## src/rtl/bioee_vector_pkg.sv

```systemverilog
// Shared state encoding and default widths for the vector playback sequencer.
package bioee_vector_pkg;
    localparam int CNT_W_DEFAULT = 24;
    localparam int DIV_W_DEFAULT = 16;

    typedef enum logic [1:0] {
        IDLE,
        PREFILL,
        RUN,
        DRAIN
    } seq_state_t;
endpackage

```

## src/rtl/bioee_vector_tickgen.sv

```systemverilog
// Down-counting prescaler: ticks when enabled at zero, then reloads so ticks repeat every reload_value+1 cycles.
module bioee_vector_tickgen
    import bioee_vector_pkg::*;
#(
    parameter int DIV_W = DIV_W_DEFAULT
) (
    input  logic             clk,
    input  logic             rst_n,
    input  logic             load,
    input  logic             enable,
    input  logic [DIV_W-1:0] reload_value,
    output logic             tick
);
    logic [DIV_W-1:0] count;

    assign tick = enable && (count == '0);

    // A tick has priority over load so the very first enabled cycle can tick and reload at once.
    always_ff @(posedge clk or negedge rst_n) begin
        if (!rst_n) begin
            count <= '0;
        end else if (tick) begin
            count <= reload_value;
        end else if (load) begin
            count <= '0;
        end else if (enable) begin
            count <= count - DIV_W'(1);
        end
    end
endmodule

```

## src/rtl/bioee_vector_sequencer.sv

```systemverilog
// Vector FIFO playback controller: paced reads, optional prefill wait, length counting and underflow detection.
module bioee_vector_sequencer
    import bioee_vector_pkg::*;
#(
    parameter int CNT_W = CNT_W_DEFAULT,
    parameter int DIV_W = DIV_W_DEFAULT
) (
    input  logic             vectorclk,
    input  logic             vectorreset_n,
    input  logic             start,
    input  logic             stop,
    input  logic [DIV_W-1:0] cfg_divider,
    input  logic [CNT_W-1:0] cfg_length,
    input  logic             cfg_prefill_en,
    input  logic             cfg_abort_on_underflow,
    input  logic [15:0]      cfg_idle_vector,
    input  logic [15:0]      fifo_dout,
    input  logic             fifo_empty,
    input  logic             fifo_prog_full,
    output logic             fifo_rd_en,
    output logic [15:0]      vectoroutput,
    output logic             busy,
    output logic             done,
    output logic             underflow,
    output logic [CNT_W-1:0] vector_count
);
    seq_state_t       state;
    logic [DIV_W-1:0] sh_divider;
    logic [CNT_W-1:0] sh_length;
    logic             sh_abort;
    logic [15:0]      sh_idle_vector;
    logic [CNT_W-1:0] issued;
    logic             rd_valid;
    logic             aborted;

    logic             start_go;
    logic             run_en;
    logic             tick;
    logic             tick_load;
    logic [DIV_W-1:0] eff_divider;
    logic [CNT_W-1:0] eff_length;
    logic             eff_abort;
    logic [CNT_W-1:0] issued_next;

    // On the start edge the shadows are not loaded yet, so that edge's read decision uses live cfg.
    always_comb begin
        start_go    = start && !stop && (state == IDLE);
        eff_divider = (state == IDLE) ? cfg_divider : sh_divider;
        eff_length  = (state == IDLE) ? cfg_length : sh_length;
        eff_abort   = (state == IDLE) ? cfg_abort_on_underflow : sh_abort;
        issued_next = ((state == IDLE) ? '0 : issued) + CNT_W'(1);
        run_en      = (start_go && !cfg_prefill_en)
                   || ((state == PREFILL) && fifo_prog_full && !stop)
                   || ((state == RUN) && !stop);
        tick_load   = (state != RUN) || stop;
    end

    bioee_vector_tickgen #(.DIV_W(DIV_W)) u_tickgen (
        .clk          (vectorclk),
        .rst_n        (vectorreset_n),
        .load         (tick_load),
        .enable       (run_en),
        .reload_value (eff_divider),
        .tick         (tick)
    );

    always_ff @(posedge vectorclk or negedge vectorreset_n) begin
        if (!vectorreset_n) begin
            state          <= IDLE;
            sh_divider     <= '0;
            sh_length      <= '0;
            sh_abort       <= 1'b0;
            sh_idle_vector <= '0;
            issued         <= '0;
            rd_valid       <= 1'b0;
            aborted        <= 1'b0;
            fifo_rd_en     <= 1'b0;
            vectoroutput   <= '0;
            busy           <= 1'b0;
            done           <= 1'b0;
            underflow      <= 1'b0;
            vector_count   <= '0;
        end else begin
            done       <= 1'b0;
            fifo_rd_en <= 1'b0;
            rd_valid   <= fifo_rd_en;

            if (state == IDLE) begin
                vectoroutput <= cfg_idle_vector;
                if (start_go) begin
                    sh_divider     <= cfg_divider;
                    sh_length      <= cfg_length;
                    sh_abort       <= cfg_abort_on_underflow;
                    sh_idle_vector <= cfg_idle_vector;
                    issued         <= '0;
                    aborted        <= 1'b0;
                    vector_count   <= '0;
                    underflow      <= 1'b0;
                    busy           <= 1'b1;
                    state          <= cfg_prefill_en ? PREFILL : RUN;
                end
            end else if (stop) begin
                // Data arriving for an in-flight read is simply never latched.
                state        <= IDLE;
                busy         <= 1'b0;
                vectoroutput <= sh_idle_vector;
            end else begin
                if (rd_valid) begin
                    vectoroutput <= fifo_dout;
                    vector_count <= (vector_count == '1) ? vector_count
                                                         : vector_count + CNT_W'(1);
                end
                if ((state == PREFILL) && fifo_prog_full) begin
                    state <= RUN;
                end
                if ((state == DRAIN) && !fifo_rd_en && !rd_valid) begin
                    state        <= IDLE;
                    busy         <= 1'b0;
                    done         <= !aborted;
                    vectoroutput <= sh_idle_vector;
                end
            end

            if (tick) begin
                if (!fifo_empty) begin
                    fifo_rd_en <= 1'b1;
                    issued     <= issued_next;
                    if ((eff_length != '0) && (issued_next == eff_length)) begin
                        state <= DRAIN;
                    end
                end else begin
                    underflow <= 1'b1;
                    if (eff_abort) begin
                        state   <= DRAIN;
                        aborted <= 1'b1;
                    end
                end
            end
        end
    end
endmodule

```

## config.mk

```make
export PLATFORM = sky130hd
export DESIGN_NAME = bioee_vector_sequencer
export DESIGN_NICKNAME = d
export VERILOG_FILES = /design/src/rtl/bioee_vector_pkg.sv /design/src/rtl/bioee_vector_tickgen.sv /design/src/rtl/bioee_vector_sequencer.sv
export SDC_FILE = /design/constraint.sdc
export NUM_CORES = 1
export LEC_CHECK = 0
export CAP_MARGIN = 15
export CORE_MARGIN = 10
export CORE_UTILIZATION = 35
export CTS_BUF_LIST = sky130_fd_sc_hd__clkbuf_2 sky130_fd_sc_hd__clkbuf_4 sky130_fd_sc_hd__clkbuf_8
export DETAILED_ROUTE_END_ITERATION = 8
export GPL_TIMING_DRIVEN = 1
export RECOVER_POWER = 25
export REMOVE_ABC_BUFFERS = 1
export SLEW_MARGIN = 20
export SYNTH_ARGS = -nofsm -noshare
export SYNTH_HDL_FRONTEND = slang
export SYNTH_SLANG_ARGS = --single-unit
```

## constraint.sdc

```tcl
create_clock -name vectorclk -period 5.75 [get_ports vectorclk]
set_input_delay 0.8625 -clock vectorclk [delete_from_list [all_inputs] [get_ports vectorclk]]
set_output_delay 0.8625 -clock vectorclk [all_outputs]
set_load 0.1 [all_outputs]
```

==> impl_metrics.toml, run 1 <==
[worst_setup_path]
path_cells = "buf_4, or2_1, and2_1, ha_1, nand3_1, nor3_2, and3_1, nor3_1, or4_1, nor4_1, a21o_1"
start_kind = "flip-flop"
cpPeakStageDelay_ns = 0.58
cp_slowest_cell = "or2_1"
path_class = "flip-flop to flip-flop"
critPathBufInv = 1
arrival_ns = 4.16
critical_path.endpoint_type = "flip-flop"
worstPathRequired_ns = 6.15
worstPathMaxFanout = 21
crit_family = "simple AND/OR/NAND/NOR gates"

[power]
ir_drop_v = 0.000188
p_per_area_nw_per_um2 = 399
leakage_nw = 4.29

[logic_synthesis]
synth_top_area_share_pct = 45.9
avgSynthCellArea_um2 = 8.46
yosysSeqAreaShare_pct = 45.9
ys_types = 56
synth_edf_count = 0
synth_area_leaders = "dfrtp_1 (46%), nand2_1 (13%), xnor2_1 (4.7%)"
yosys.area.top_type = "dfrtp_1"
ys.flop_type = "dfrtp_1"
synth_warnings = 0
synth.cell_area_um2 = 7900
async_flop_share_pct = 100
synth-seq-cells = 145
syn_inst = 934

[floorplanning]
io_pins = 124
start_util_pct = 35.9
die_y_um = 170
fp.coreArea_um2 = 22000
rows = 54
floorplan.die_area_um2 = 29000
fp.dieW_um = 170

[timing]
setup_ws_ns = 2.00
setup_viol = 0
hold_viol = 0
slew_headroom_pct = -64.7
skew_ns = 0.0156
fmax_mhz = 267
slew_violations = 97
tightest_slew_ns = 2.47
rsz0062_at_grt = "false"
period_share_pct = 65.2
layout_min_cycle_time_ns = 3.75

[cells_and_area]
nNetsFinal = 1121
drive_gt1_share_pct = 5.99
nFillCells = 2200
syn_to_final_growth_pct = 23.9
finish.utilization_pct = 44.4
finalNonFillerCells = 1332
final_cell_area_um2 = 9790
ff_latch_area_um2 = 3630
multi_input_area_um2 = 4050
layout_commonest_cell = "nand2_1"
final_cell_mix = "nand2_1 (264), dfrtp_1 (145), clkdlybuf4s50_1 (122)"

[global_route]
grt_use_total_pct = 16.0
grt_antenna_before_repair = 0
grt_pass1_vias = 6756
grt_overflow = 0
grt_max_degree = 97
grt_pass1_wl_um = 37100

[clock_tree]
cts_buffers = 17
clock-sinks = 145
cts_tree = "built"
cts_root_buf = "clkbuf_8"
h-tree-depth = 4
clk_pin_slew_ns = 0.09
cts_hold_buffers = 0
cts-resized-gates = 0
clk-insertion-delay-late_ns = 0.46
cts.path.max_buffers = 2
post_cts_buffers = 0

[detailed_routing]
wl_per_cell_um = 17.4
drtIter0Drc = 503
drtPass1Iterations = 5
avgViaCountPerCell = 5.28
drt_drc_violations_left = 0
routed_wl_um = 23100
drtAntennaViolNets = 0
vias = 7039

[placement]
placed_cells = 1299
dpl-instance-area_um2 = 9400
port_buffers = 123
gp_congestion = 0.858
dp_slack_ns = 1.90
hpwlAfterDp_um = 16000

[outcome]
failed_checks = "capacitance limit, slew limit"
outcome = "complete, but fails checks"

[flow_run]
cap_violations = 1

[min_path]
hold_path.class = "flip-flop to flip-flop"
-- logic make-up (layout without fill, tap and decap cells) --
family          Yosys count  after routing  synth area share (%)
fa+ha+maj                 3              3                 0.475
other cells               0              1                     0
xor+xnor                 72             72                  7.98
compound gates          167            167                  13.4
flops                   145            145                  45.9
simple gates            466            466                  26.7
mux                      19             19                  2.41
buf+inv                  62            179                  3.17
-- routing by layer --
layer | up-vias | share of wire, % | GRT usage, %
met2 | 195 | 45 | 24.2
met5 | - | 0 | 0
li1 | 3462 | - | -
met1 | 3356 | 48 | 21.9
met4 | 0 | 1.2 | 4.58
met3 | 26 | 6.0 | 4.07
-- flip-flops by register name, indices dropped and copies added, names as in the netlist, 2 cells and up --
| name | cells |
|---|---|
| state | 2 |
| vector_count | 24 |
| issued | 24 |
| sh_length | 24 |
| sh_idle_vector | 16 |
| u_tickgen.count | 16 |
| vectoroutput | 16 |
| sh_divider | 16 |
-- final cells by class --
| class | count | share of cell area (%) |
|---|---|---|
| clock buffer | 20 | 2.75 |
| multi-input combinational | 727 | 41.4 |
| inverter | 11 | 0.422 |
| clock inverter | 12 | 1.27 |
| sequential | 145 | 37.1 |
| tap | 280 | 3.58 |
| antenna | 1 | 0.0256 |
| timing repair buffer | 136 | 13.5 |
-- report_power, final --
part	internal (mW)	total (mW)	switching [mW]
clock	0.379	0.822	0.443
sequential	1.25	1.44	0.188
combinational	0.534	1.65	1.11
-- worst paths after layout --
kind	depth (start not counted)	to	slack, ns	startpoint
min in group asynchronous	1	vector_count[5]$_DFFE_PN0P_	1.15	vectorreset_n
max in group asynchronous	2	sh_length[22]$_DFFE_PN0P_	2.89	vectorreset_n
max	11	state[0]$_DFF_PN0_	2.00	state[0]$_DFF_PN0_
max reg2reg	11	state[0]$_DFF_PN0_	2.00	state[0]$_DFF_PN0_
min	0	rd_valid$_DFF_PN0_	0.41	fifo_rd_en$_DFF_PN0_
min reg2reg	0	rd_valid$_DFF_PN0_	0.41	fifo_rd_en$_DFF_PN0_
-- cells in the mapped netlist, drive strengths merged (20+ instances only) --
master    n
nand2   264
o22ai    20
clkbuf   37
nor2     57
nor3     22
o21ai    55
xnor2    42
a21oi    45
nand4    23
xor2     30
nand3    34
dfrtp   145
-- stage by stage --
| step | hold WS (ns) | setup TNS [ns] | power, mW |
|---|---|---|---|
| after floorplan | 0.407 | -104.18 | 2.61 |
| after global placement | 0.391 | 0 | 3.09 |
| after detailed placement | 0.402 | 0 | 3.12 |
| after CTS | 0.417 | 0 | 3.94 |
| after global routing | 0.422 | 0 | 4.15 |
| final | 0.414 | 0 | 3.91 |
(Power assumes the default switching activity.)
==> run 2: changes to the inputs <==
==> constraint.sdc (replaced) <==
create_clock -name vectorclk -period 3.2 [get_ports vectorclk]
set_input_delay 0.48 -clock vectorclk [delete_from_list [all_inputs] [get_ports vectorclk]]
set_output_delay 0.48 -clock vectorclk [all_outputs]
set_load 0.1 [all_outputs]
==> impl_metrics.toml, run 2 (synthesis results as in run 1) <==
[global_route]
grt_pass1_wl_um = 37500
grt_overflow = 0
grt_pass1_vias = 6991
grt_max_degree = 84
grt_antenna_before_repair = 0
grt_use_total_pct = 16.0

[power]
total_power_mw = 7.11
p_int_mw = 4.00
p_per_area_nw_per_um2 = 722
leakage_nw = 4.45
ir_drop_v = 0.000310
seqPwrFrac_pct = 36.5
power.share.clock_pct = 21.6
p_sw_mw = 3.11
p_comb_share_pct = 41.9
switching_share_pct = 43.7

[cells_and_area]
layout_commonest_cell = "nand2_1"
diodes = 0
nFillCells = 2168
drive_gt1_share_pct = 11.1
final_cell_area_um2 = 9850
finish.utilization_pct = 44.7
final_cell_mix = "nand2_1 (264), dfrtp_1 (145), clkdlybuf4s50_1 (82)"
top_regs = "issued x24, sh_length x24, vector_count x24"
nNetsFinal = 1136
syn_to_final_growth_pct = 24.6

[clock_tree]
post_cts_buffers = 0
clk-insertion-delay-late_ns = 0.46
h-tree-depth = 4
clock-sinks = 145
cts_root_buf = "clkbuf_8"
cts_tree = "built"
cts.path.max_buffers = 2
cts_buffers = 17
clk_pin_slew_ns = 0.08
cts_hold_buffers = 0
cts-resized-gates = 0

[min_path]
hold_path.class = "flip-flop to flip-flop"

[flow_run]
cap_violations = 1

[timing]
period_share_pct = 88.3
setup_viol = 0
layout_min_cycle_time_ns = 2.83
fmax_mhz = 354
whs_ns = 0.416
slew_violations = 83
slew_headroom_pct = -46.8
tightest_slew_ns = 2.20
rsz0062_at_grt = "false"
skew_ns = 0.0127
hold_viol = 0

[detailed_routing]
drtAntennaViolNets = 0
drtIter0Drc = 581
drt_drc_violations_left = 0
drtPass1Iterations = 7
routed_wl_um = 23200
vias = 7147
wl_per_cell_um = 17.2
avgViaCountPerCell = 5.31

[worst_setup_path]
critical_path.endpoint_type = "flip-flop"
start_kind = "flip-flop"
arrival_ns = 3.22
worstPathMaxFanout = 6
path_cells = "or2_1, and2_1, ha_1, nand3_1, nor3_2, and3_1, nor3_1, or4_1, nor4_1, a21o_1"
crit_family = "simple AND/OR/NAND/NOR gates"
worstPathRequired_ns = 3.59
path_class = "flip-flop to flip-flop"
cpPeakStageDelay_ns = 0.51
cp_slowest_cell = "or4_1"
critPathBufInv = 0

[placement]
hpwlAfterDp_um = 16300
dpl-instance-area_um2 = 9440
gp_congestion = 0.877
port_buffers = 123

[outcome]
outcome = "complete, but fails checks"
failed_checks = "capacitance limit, slew limit"

[floorplanning]
floorplan.die_area_um2 = 29000
fp.dieW_um = 170
io_pins = 124
rows = 54
die_y_um = 170
start_util_pct = 35.9
fp.coreArea_um2 = 22000
[run 2: cell types whose count changed in the layout (fill, tap and decap cells not counted), sizes merged]
cell,previous run,this run
inv,16,13
buf,13,68
clkbuf,21,23
bufinv,1,2
clkdlybuf4s50,122,82
diode,1,0
[run 2: cell type report]
type	count	area [µm²]	area share [%]
Clock buffer	22	290	2.95
Clock inverter	10	125	1.27
Inverter	11	41.3	0.419
Multi-Input combinational cell	727	4050	41.1
Sequential cell	145	3630	36.9
Tap cell	280	350	3.56
Timing Repair Buffer	151	1360	13.8
[run 2: worst paths after layout]
| kind | from | endpoint | slack [ns] | cells past startpoint |
|---|---|---|---|---|
| worst max-delay path | state[1]$_DFF_PN0_ | state[0]$_DFF_PN0_ | 0.37 | 10 |
| worst min-delay path | fifo_rd_en$_DFF_PN0_ | rd_valid$_DFF_PN0_ | 0.42 | 0 |
| worst max register to register | state[1]$_DFF_PN0_ | state[0]$_DFF_PN0_ | 0.37 | 10 |
| worst min register to register | fifo_rd_en$_DFF_PN0_ | rd_valid$_DFF_PN0_ | 0.42 | 0 |
| max in group asynchronous | vectorreset_n | sh_idle_vector[14]$_DFFE_PN0P_ | 1.23 | 2 |
| min in group asynchronous | vectorreset_n | vector_count[7]$_DFFE_PN0P_ | 0.67 | 1 |
[run 2: per-layer routing]
metal	up-vias	track usage [%]	wire (µm)
li1	3488	-	-
met1	3432	22.1	11200
met2	208	24.3	10300
met3	19	4.07	1510
met4	0	4.08	219
met5	-	0	0
[run 2: power groups by stage]
stage / sequential, mW / clock [mW] / combinational (mW)
after global placement: 2.61 / 0 / 2.98
after floorplan: 3.36 / 0 / 1.34
final: 2.59 / 1.53 / 2.98
after CTS: 2.59 / 1.57 / 3.01
after global routing: 2.64 / 1.65 / 3.24
after detailed placement: 2.63 / 0 / 3.00
[run 2: metrics by stage]
| step | std cells | TNS, ns | setup slack, ns |
|---|---|---|---|
| finish | 1346 | 0 | 0.373 |
| floorplan | 883 | -415.60 | -4.65 |
| detailed placement | 1314 | 0 | 0.431 |
| CTS | 1346 | 0 | 0.406 |
| global route | 1346 | 0 | 0.137 |
| global placement | 1314 | 0 | 0.496 |
[run 2: worst reg2reg max path: cells and delay by family, from the launching register on]
family / cells / cell delay (ns)
AOI/OAI and AO/OA: 1 / 0.15
adders and majority gates: 1 / 0.24
DFF: 1 / 0.36
and+or+nand+nor: 8 / 2.02
